[config.mk]
export PLATFORM = sky130hd
export DESIGN_NAME = fb_port_arbiter
export DESIGN_NICKNAME = d
export VERILOG_FILES = /design/src/rtl/fb_port_arbiter.sv
export SDC_FILE = /design/constraint.sdc
export NUM_CORES = 1
export LEC_CHECK = 0
export ABC_CLOCK_PERIOD_IN_PS = 3250
export CAP_MARGIN = 20
export CORE_UTILIZATION = 50
export CTS_CLUSTER_DIAMETER = 40
export CTS_CLUSTER_SIZE = 25
export DETAILED_ROUTE_END_ITERATION = 16
export GPL_TIMING_DRIVEN = 0
export HOLD_SLACK_MARGIN = 0.06
export PLACE_DENSITY = 0.76
export SYNTH_ARGS = -nofsm -noshare
export SYNTH_HDL_FRONTEND = slang
export SYNTH_SLANG_ARGS = --single-unit
[constraint.sdc]
create_clock -name clk_25mhz -period 3.25 [get_ports clk_25mhz]
set_input_delay 0.4875 -clock clk_25mhz [delete_from_list [all_inputs] [get_ports clk_25mhz]]
set_output_delay 0.4875 -clock clk_25mhz [all_outputs]
set_load 0.01 [all_outputs]
[src/rtl/fb_port_arbiter.sv]
// Shares the single-port frame-buffer BRAM between display fetch, camera writes (via FIFO) and processing reads.
// Latency: display data 2 cycles after disp_req, rd_valid 1 cycle after rd_gnt, FIFO write >=1 cycle after push.
// Backpressure: display never stalls; camera held off by wr_ready when FIFO full; processing read held until rd_gnt.
module fb_port_arbiter #(
    parameter int ADDR_W     = 17,
    parameter int DATA_W     = 8,
    parameter int FIFO_DEPTH = 8,
    parameter int FIFO_AW    = 3
) (
    input  logic              clk_25mhz,
    input  logic              rst_n,
    input  logic              disp_req,
    input  logic [ADDR_W-1:0] disp_addr,
    output logic              disp_valid,
    output logic [DATA_W-1:0] disp_data,
    input  logic              wr_valid,
    output logic              wr_ready,
    input  logic [ADDR_W-1:0] wr_addr,
    input  logic [DATA_W-1:0] wr_data,
    input  logic              rd_req,
    input  logic [ADDR_W-1:0] rd_addr,
    output logic              rd_gnt,
    output logic              rd_valid,
    output logic [DATA_W-1:0] rd_data,
    output logic              mem_en,
    output logic              mem_we,
    output logic [ADDR_W-1:0] mem_addr,
    output logic [DATA_W-1:0] mem_wdata,
    input  logic [DATA_W-1:0] mem_rdata,
    output logic [FIFO_AW:0]  fifo_level
);

    typedef enum logic [1:0] {SEL_NONE, SEL_DISP, SEL_WR, SEL_RD} sel_t;

    typedef struct packed {
        logic [ADDR_W-1:0] addr;
        logic [DATA_W-1:0] data;
    } wr_ent_t;

    localparam int LVL_W = FIFO_AW + 1;
    localparam logic [FIFO_AW:0] FULL_LVL = LVL_W'(FIFO_DEPTH);

    wr_ent_t            fifo_mem [FIFO_DEPTH];
    wr_ent_t            push_ent;
    wr_ent_t            head;
    logic [FIFO_AW-1:0] wr_ptr;
    logic [FIFO_AW-1:0] rd_ptr;
    logic               push;
    logic               pop;
    logic               fifo_empty;
    logic               rd_pend;
    logic               disp_tag;
    sel_t               sel;
    sel_t               last_sel;

    assign wr_ready   = (fifo_level < FULL_LVL);
    assign push       = wr_valid & wr_ready;
    assign pop        = (sel == SEL_WR);
    assign fifo_empty = (fifo_level == '0);
    assign push_ent   = '{addr: wr_addr, data: wr_data};
    assign head       = fifo_mem[rd_ptr];
    // A request that was just granted is still high this cycle; ignore it so it is not issued twice.
    assign rd_pend    = rd_req & ~rd_gnt;

    always_comb begin
        sel = SEL_NONE;
        if (disp_req) begin
            sel = SEL_DISP;
        end else if (!fifo_empty && rd_pend) begin
            sel = (last_sel == SEL_WR) ? SEL_RD : SEL_WR;
        end else if (!fifo_empty) begin
            sel = SEL_WR;
        end else if (rd_pend) begin
            sel = SEL_RD;
        end
    end

    always_ff @(posedge clk_25mhz or negedge rst_n) begin
        if (!rst_n) begin
            wr_ptr     <= '0;
            rd_ptr     <= '0;
            fifo_level <= '0;
        end else begin
            if (push) wr_ptr <= wr_ptr + 1'b1;
            if (pop)  rd_ptr <= rd_ptr + 1'b1;
            case ({push, pop})
                2'b10:   fifo_level <= fifo_level + 1'b1;
                2'b01:   fifo_level <= fifo_level - 1'b1;
                default: fifo_level <= fifo_level;
            endcase
        end
    end

    // Entry storage carries no reset; the pointers alone define what is valid.
    always_ff @(posedge clk_25mhz) begin
        if (push) fifo_mem[wr_ptr] <= push_ent;
    end

    always_ff @(posedge clk_25mhz or negedge rst_n) begin
        if (!rst_n) begin
            mem_en     <= 1'b0;
            mem_we     <= 1'b0;
            mem_addr   <= '0;
            mem_wdata  <= '0;
            rd_gnt     <= 1'b0;
            disp_tag   <= 1'b0;
            disp_valid <= 1'b0;
            rd_valid   <= 1'b0;
            last_sel   <= SEL_RD;
        end else begin
            mem_en     <= (sel != SEL_NONE);
            mem_we     <= (sel == SEL_WR);
            rd_gnt     <= (sel == SEL_RD);
            disp_tag   <= (sel == SEL_DISP);
            disp_valid <= disp_tag;
            rd_valid   <= rd_gnt;
            case (sel)
                SEL_DISP: mem_addr <= disp_addr;
                SEL_WR: begin
                    mem_addr  <= head.addr;
                    mem_wdata <= head.data;
                end
                SEL_RD:   mem_addr <= rd_addr;
                default: ;
            endcase
            if (sel == SEL_WR || sel == SEL_RD) last_sel <= sel;
        end
    end

    assign disp_data = disp_valid ? mem_rdata : '0;
    assign rd_data   = rd_valid   ? mem_rdata : '0;

endmodule

---- Word-level counts from Yosys, hierarchy flattened ----
Memory sizes are Yosys's and may differ from the RTL's.
Index checks and enable logic that the tools add are counted.
operators by class
  add/subtract/negate cells ............... 4
  $mul .................................... 0
  divide/modulo/power cells ............... 0
  order comparisons ....................... 1
  eq/ne operators ......................... 6
  shift-type cells ........................ 0
  mux-type cells .......................... 11
  bitwise gates (word level) .............. 3
  reductions and logical operators ........ 7
operators with widths
  operator                                                               number
  17-bit case mux with 3 select lines                                    1
  8-bit two-way mux                                                      2
  2-bit equality test, second input constant                             4
  2-bit two-way mux                                                      4
  4-bit case mux with 2 select lines                                     1
  3-bit by 1-bit adder with 3-bit output, second input constant          2
  4-bit by 1-bit adder with 4-bit output, second input constant          1
  2-bit by 1-bit equality test with 1-bit output, second input constant  2
  4-bit zero test                                                        1
  4-bit less-than comparator, second input constant                      1
  2-bit nonzero test                                                     2
  4-bit by 1-bit subtractor with 4-bit output, second input constant     1
  1-bit two-way mux                                                      3
  3-bit nonzero test                                                     1
  1-bit bitwise AND                                                      2
  1-bit logical AND                                                      1
  1-bit zero test                                                        1
  1-bit logical OR                                                       1
  1-bit inverter                                                         1
word-level totals
  bits in registers ....................... 43
  bits in latches ......................... 0
  RAM bits ................................ 200
  memory bits (read-only) ................. 0
  input port bits ......................... 72
  output and inout bits ................... 51
  logic and storage cells ................. 45
  memories kept ........................... 1
memories
  memory    words  width  rd ports  clocked after Yosys merged registers in  wr ports  line  text
  fifo_mem  8      25     1         0                                        1         43    wr_ent_t fifo_mem [FIFO_DEPTH];

---- Logic depth before layout (Yosys ltp) ----
  depth after elaboration ................. 9
  mapped depth ............................ 12
  gate-level depth less buffers ........... 9

---- Worst setup path after synthesis ----
No wires, ideal clock.
  path kind ............................... input-to-reg
  start point ............................. in wr_valid
  end point ............................... mem fifo_mem[1][0] in the netlist's numbering (enable)
  arrival time ............................ 2708 ps
  data required time ...................... 2812 ps
  setup slack ............................. 104 ps
  cell stages on the path ................. 3
  path buffers ............................ 0
  cells stage by stage .................... nor2b_1 nand2_1 nor3_1
between the ends
  cells in the longest elaborated chain, start to end .. 3
ends and longest elaborated chain
  item                                     line  text
  start: declaration                       16    input logic wr_valid,
  1-bit bitwise AND                        57    assign push = wr_valid & wr_ready;
  1-bit two-way mux                        96    if (push) fifo_mem[wr_ptr] <= push_ent;
  1-bit two-way mux (implied by the code)  96
  end: declaration                         43
No other way between the ends.

---- Worst setup path in the final report ----
  start point ............................. reg fifo_level[1]
  end point ............................... reg fifo_level[2]
between the ends
  cells in the longest elaborated chain, start to end .. 8
ends and longest elaborated chain
  item                                                                                          line  text
  start: declaration                                                                            30    output logic [FIFO_AW:0] fifo_level
  start signal: assignment                                                                      87    2'b10: fifo_level <= fifo_level + 1'b1;
  start signal: assignment                                                                      88    2'b01: fifo_level <= fifo_level - 1'b1;
  start signal: assignment                                                                      89    default: fifo_level <= fifo_level;
  4-bit zero test (*)                                                                           59    assign fifo_empty = (fifo_level == '0);
  1-bit zero test                                                                               n/a
  1-bit logical AND                                                                             69    end else if (!fifo_empty && rd_pend) begin
  2-bit two-way mux (*)                                                                         69
  2-bit two-way mux (*)                                                                         67    if (disp_req) begin
  2-bit equality test (*)                                                                       58    assign pop = (sel == SEL_WR);
  net pop                                                                                       49    logic pop;
  2-bit by 1-bit equality test with 1-bit output / 2-bit equality test (equally long branches)  86    case ({push, pop})
  4-bit case mux with 2 select lines / 2-bit nonzero test (equally long branches)               n/a
The timed path passes the listed nets; every way through them passes the cells marked *.
A chain may end at the register's enable or synchronous reset.

==> reports/qor.yml <==
synthDistinctLibCells: 39
relSlewSlack_pct: 35.50
crit_type: "reg2reg"
postPlaceCellArea_um2: 11470
worstSkewPairLatency_ns: 0.55
clk_pin_slew_worst_paths_ns: 0.06
grt-ovfl-total: 0
vias: 5397
drt_first_pass_iters: 4
r2r_slack_ns: 0.36
crit_fanout: 12
cts.sinks: 243
initial_core_util_pct: 51.42
fin_area_um2: 12530
skew_ns: 0.01676
final.period_utilization_pct: 88.77
dieArea_um2: 19990
drc: 0
finalMaxSlewViolations: 0
r2r_cells: 12
die_w_um: 141.4
root_buffer: "clkbuf_16"
grt_max_degree: 37
cts-buffers-inserted: 30
cts_tree: "done"
cp-end-kind: "flip-flop"
die_y_um: 141.4
synth_top_cells_by_count: "edfxtp_1, dfrtp_1, mux4_2, mux2i_1, a22oi_1"
grt_antenna_before_repair: 1
yosysWarnings: 0
clk_path_buf_depth: 3
r2r-start: "fifo_level[1]$_DFFE_PN0P_"
rsz0062_at_grt: "no"
coreArea_um2: 18890
drt.antenna.violating_nets: 0
num_rows: 50
place_inst: 898
grt.total_usage_pct: 22.04
synthTopCellsByArea: "edfxtp_1, dfrtp_1, mux4_2"
hold_violations: 0
wl_per_cell_um: 22.39
yosysMostFrequentCell: "edfxtp_1"
synthCells: 506
period_minus_slack_ns: 2.885
syn-cell-area_um2: 9716
tns_ns: 0
htree_levels: 1
ys_seq_area_share_pct: 72.92
ir_worst_vdd_v: 0.0005490
final_nets: 749
async_reset_ff_share_pct: 17.70
cap_violations: 0
pin_count: 123
place_hpwl_um: 13350
fillCellCount: 1266
cp_data_required_time_ns: 3.67
synth.avg_cell_area_um2: 19.20
crit_arrival_ns: 3.31
areaGrowthSynthToFinish_pct: 28.99
ys.flop_type: "edfxtp_1"
tightest_slew_ns: 0.9652
dp_worst_setup_slack_ns: -0.2193
synth_seq_cells: 243
leakage_nw: 4.367
hp-class: "in2async"
final_cell_count_no_fill: 955
start_kind: "flip-flop"
fmaxAchievable_mhz: 346.6
p_per_area_nw_per_um2: 851.6
layout-drive-gt1-share_pct: 20.29
r2r_end: "fifo_level[2]$_DFFE_PN0P_"
synth_top_area_share_pct: 61.82
drt_wl_total_um: 21380
gp_congestion: 0.8106
setup_ws_ns: 0.3649
grt_pass1_wl_um: 32290
drt-initial-drc-count: 378
fin_util_pct: 66.33
synth_nets: 583
num_antenna_cells: 0
outcome: "completed"
synth_area_leader_cell: "edfxtp_1"
grt_pass1_vias: 5582
setup_viol: 0
ctsResizeCount: 0
portBuffers: 122
avgViaCountPerCell: 5.651
synth_edf_count: 200
==> logic make-up after synthesis <==
logic type                 Yosys count  synth area share (%)
DFF                                243                 72.92
muxes                               78                 15.05
and+or+nand+nor                     71                 4.083
AOI/OAI and AO/OA                   66                 4.572
buffers and inverters               33                 1.829
xor gates and xnor gates            10                0.9014
adders and majority gates            5                0.6439
==> power by group <==
part	total [mW]	switching (mW)	internal, mW
clock network	3.43	1.31	2.11
registers	4.11	0.249	3.86
logic	3.14	1.55	1.58
==> layer usage <==
| layer | vias to the layer above | share of wire [%] | global-route usage, % |
|---|---|---|---|
| met4 | 0 | 1.8 | 6.395 |
| met1 | 2739 | 41 | 29.58 |
| met2 | 238 | 50 | 37.47 |
| li1 | 2385 | - | - |
| met3 | 35 | 7.6 | 3.712 |
| met5 | - | 0 | 0 |
==> layout make-up <==
class	count	area (um^2)	share of cell area, %
repair buffers	134	1390	11.09
clock inverters	22	284.0	2.266
well taps	260	325.3	2.596
inverters	4	15.01	0.1198
flip-flops and latches	243	7084	56.53
clock buffers	33	762.0	6.080
plain buffers	29	162.7	1.298
multi-input cells	230	2509	20.02
==> worst max-delay path by stage <==
stage	from	endpoint	slack, ns
after floorplan	wr_valid	fifo_mem[1][0]$_DFFE_PP_	0.10
after global placement	wr_valid	fifo_mem[0][0]$_DFFE_PP_	-2.15
after detailed placement	rd_req	fifo_level[2]$_DFFE_PN0P_	-0.22
after CTS	fifo_level[1]$_DFFE_PN0P_	fifo_level[2]$_DFFE_PN0P_	0.06
after global routing	fifo_level[1]$_DFFE_PN0P_	fifo_level[2]$_DFFE_PN0P_	0.13
final	fifo_level[1]$_DFFE_PN0P_	fifo_level[2]$_DFFE_PN0P_	0.36
==> timing repair <==
item	in CTS	in global routing
buffers inserted	0	1
hold endpoints to repair	7	0
hold buffers	1	0
endpoints found under the setup margin	0	2
==> per-stage QoR <==
step	hold slack (ns)	power, mW
after detailed placement	0.3371	7.310
final	0.3348	10.67
after global placement	0.3351	7.117
after floorplan	0.1919	6.039
after CTS	0.3321	10.76
after global routing	0.3575	11.12
==> registers in the layout, summed over array words and instances, names as in the netlist <==
register    cells
disp_tag        1
disp_valid      1
fifo_level      4
fifo_mem      200
last_sel        2
mem_addr       17
mem_en          1
mem_wdata       8
mem_we          1
rd_gnt          1
rd_ptr          3
rd_valid        1
wr_ptr          3
==> worst max-delay path, cell delays in order (launching register included) <==
cell	delay (ns)
dfrtp_1	0.36
clkbuf_1	0.35
nor4_4	0.12
a211oi_4	0.26
buf_2	0.35
ha_1	0.21
clkbuf_1	0.26
xor2_1	0.12
ha_1	0.21
a21oi_1	0.15
xor2_1	0.17
nor2_1	0.06
xor2_1	0.13
==> placed cells by master (no fill, tap or decap), types with 6 or more instances in the layout <==
cell type,instances
edfxtp_1,200
clkdlybuf4s50_1,121
dfrtp_1,41
mux4_2,38
clkbuf_16,30
mux2i_1,19
a22oi_1,18
and2_1,17
nand2_1,15
clkbuf_1,13
mux4_1,12
buf_2,11
a21o_1,11
o22ai_1,11
nor2_1,10
a21oi_1,10
mux2_2,9
a31oi_1,7
nor2_4,6
xor2_1,6
buf_6,6
buf_4,6
and3_1,6
o21ai_1,6
Note: power is estimated with default switching activity, not from simulation.
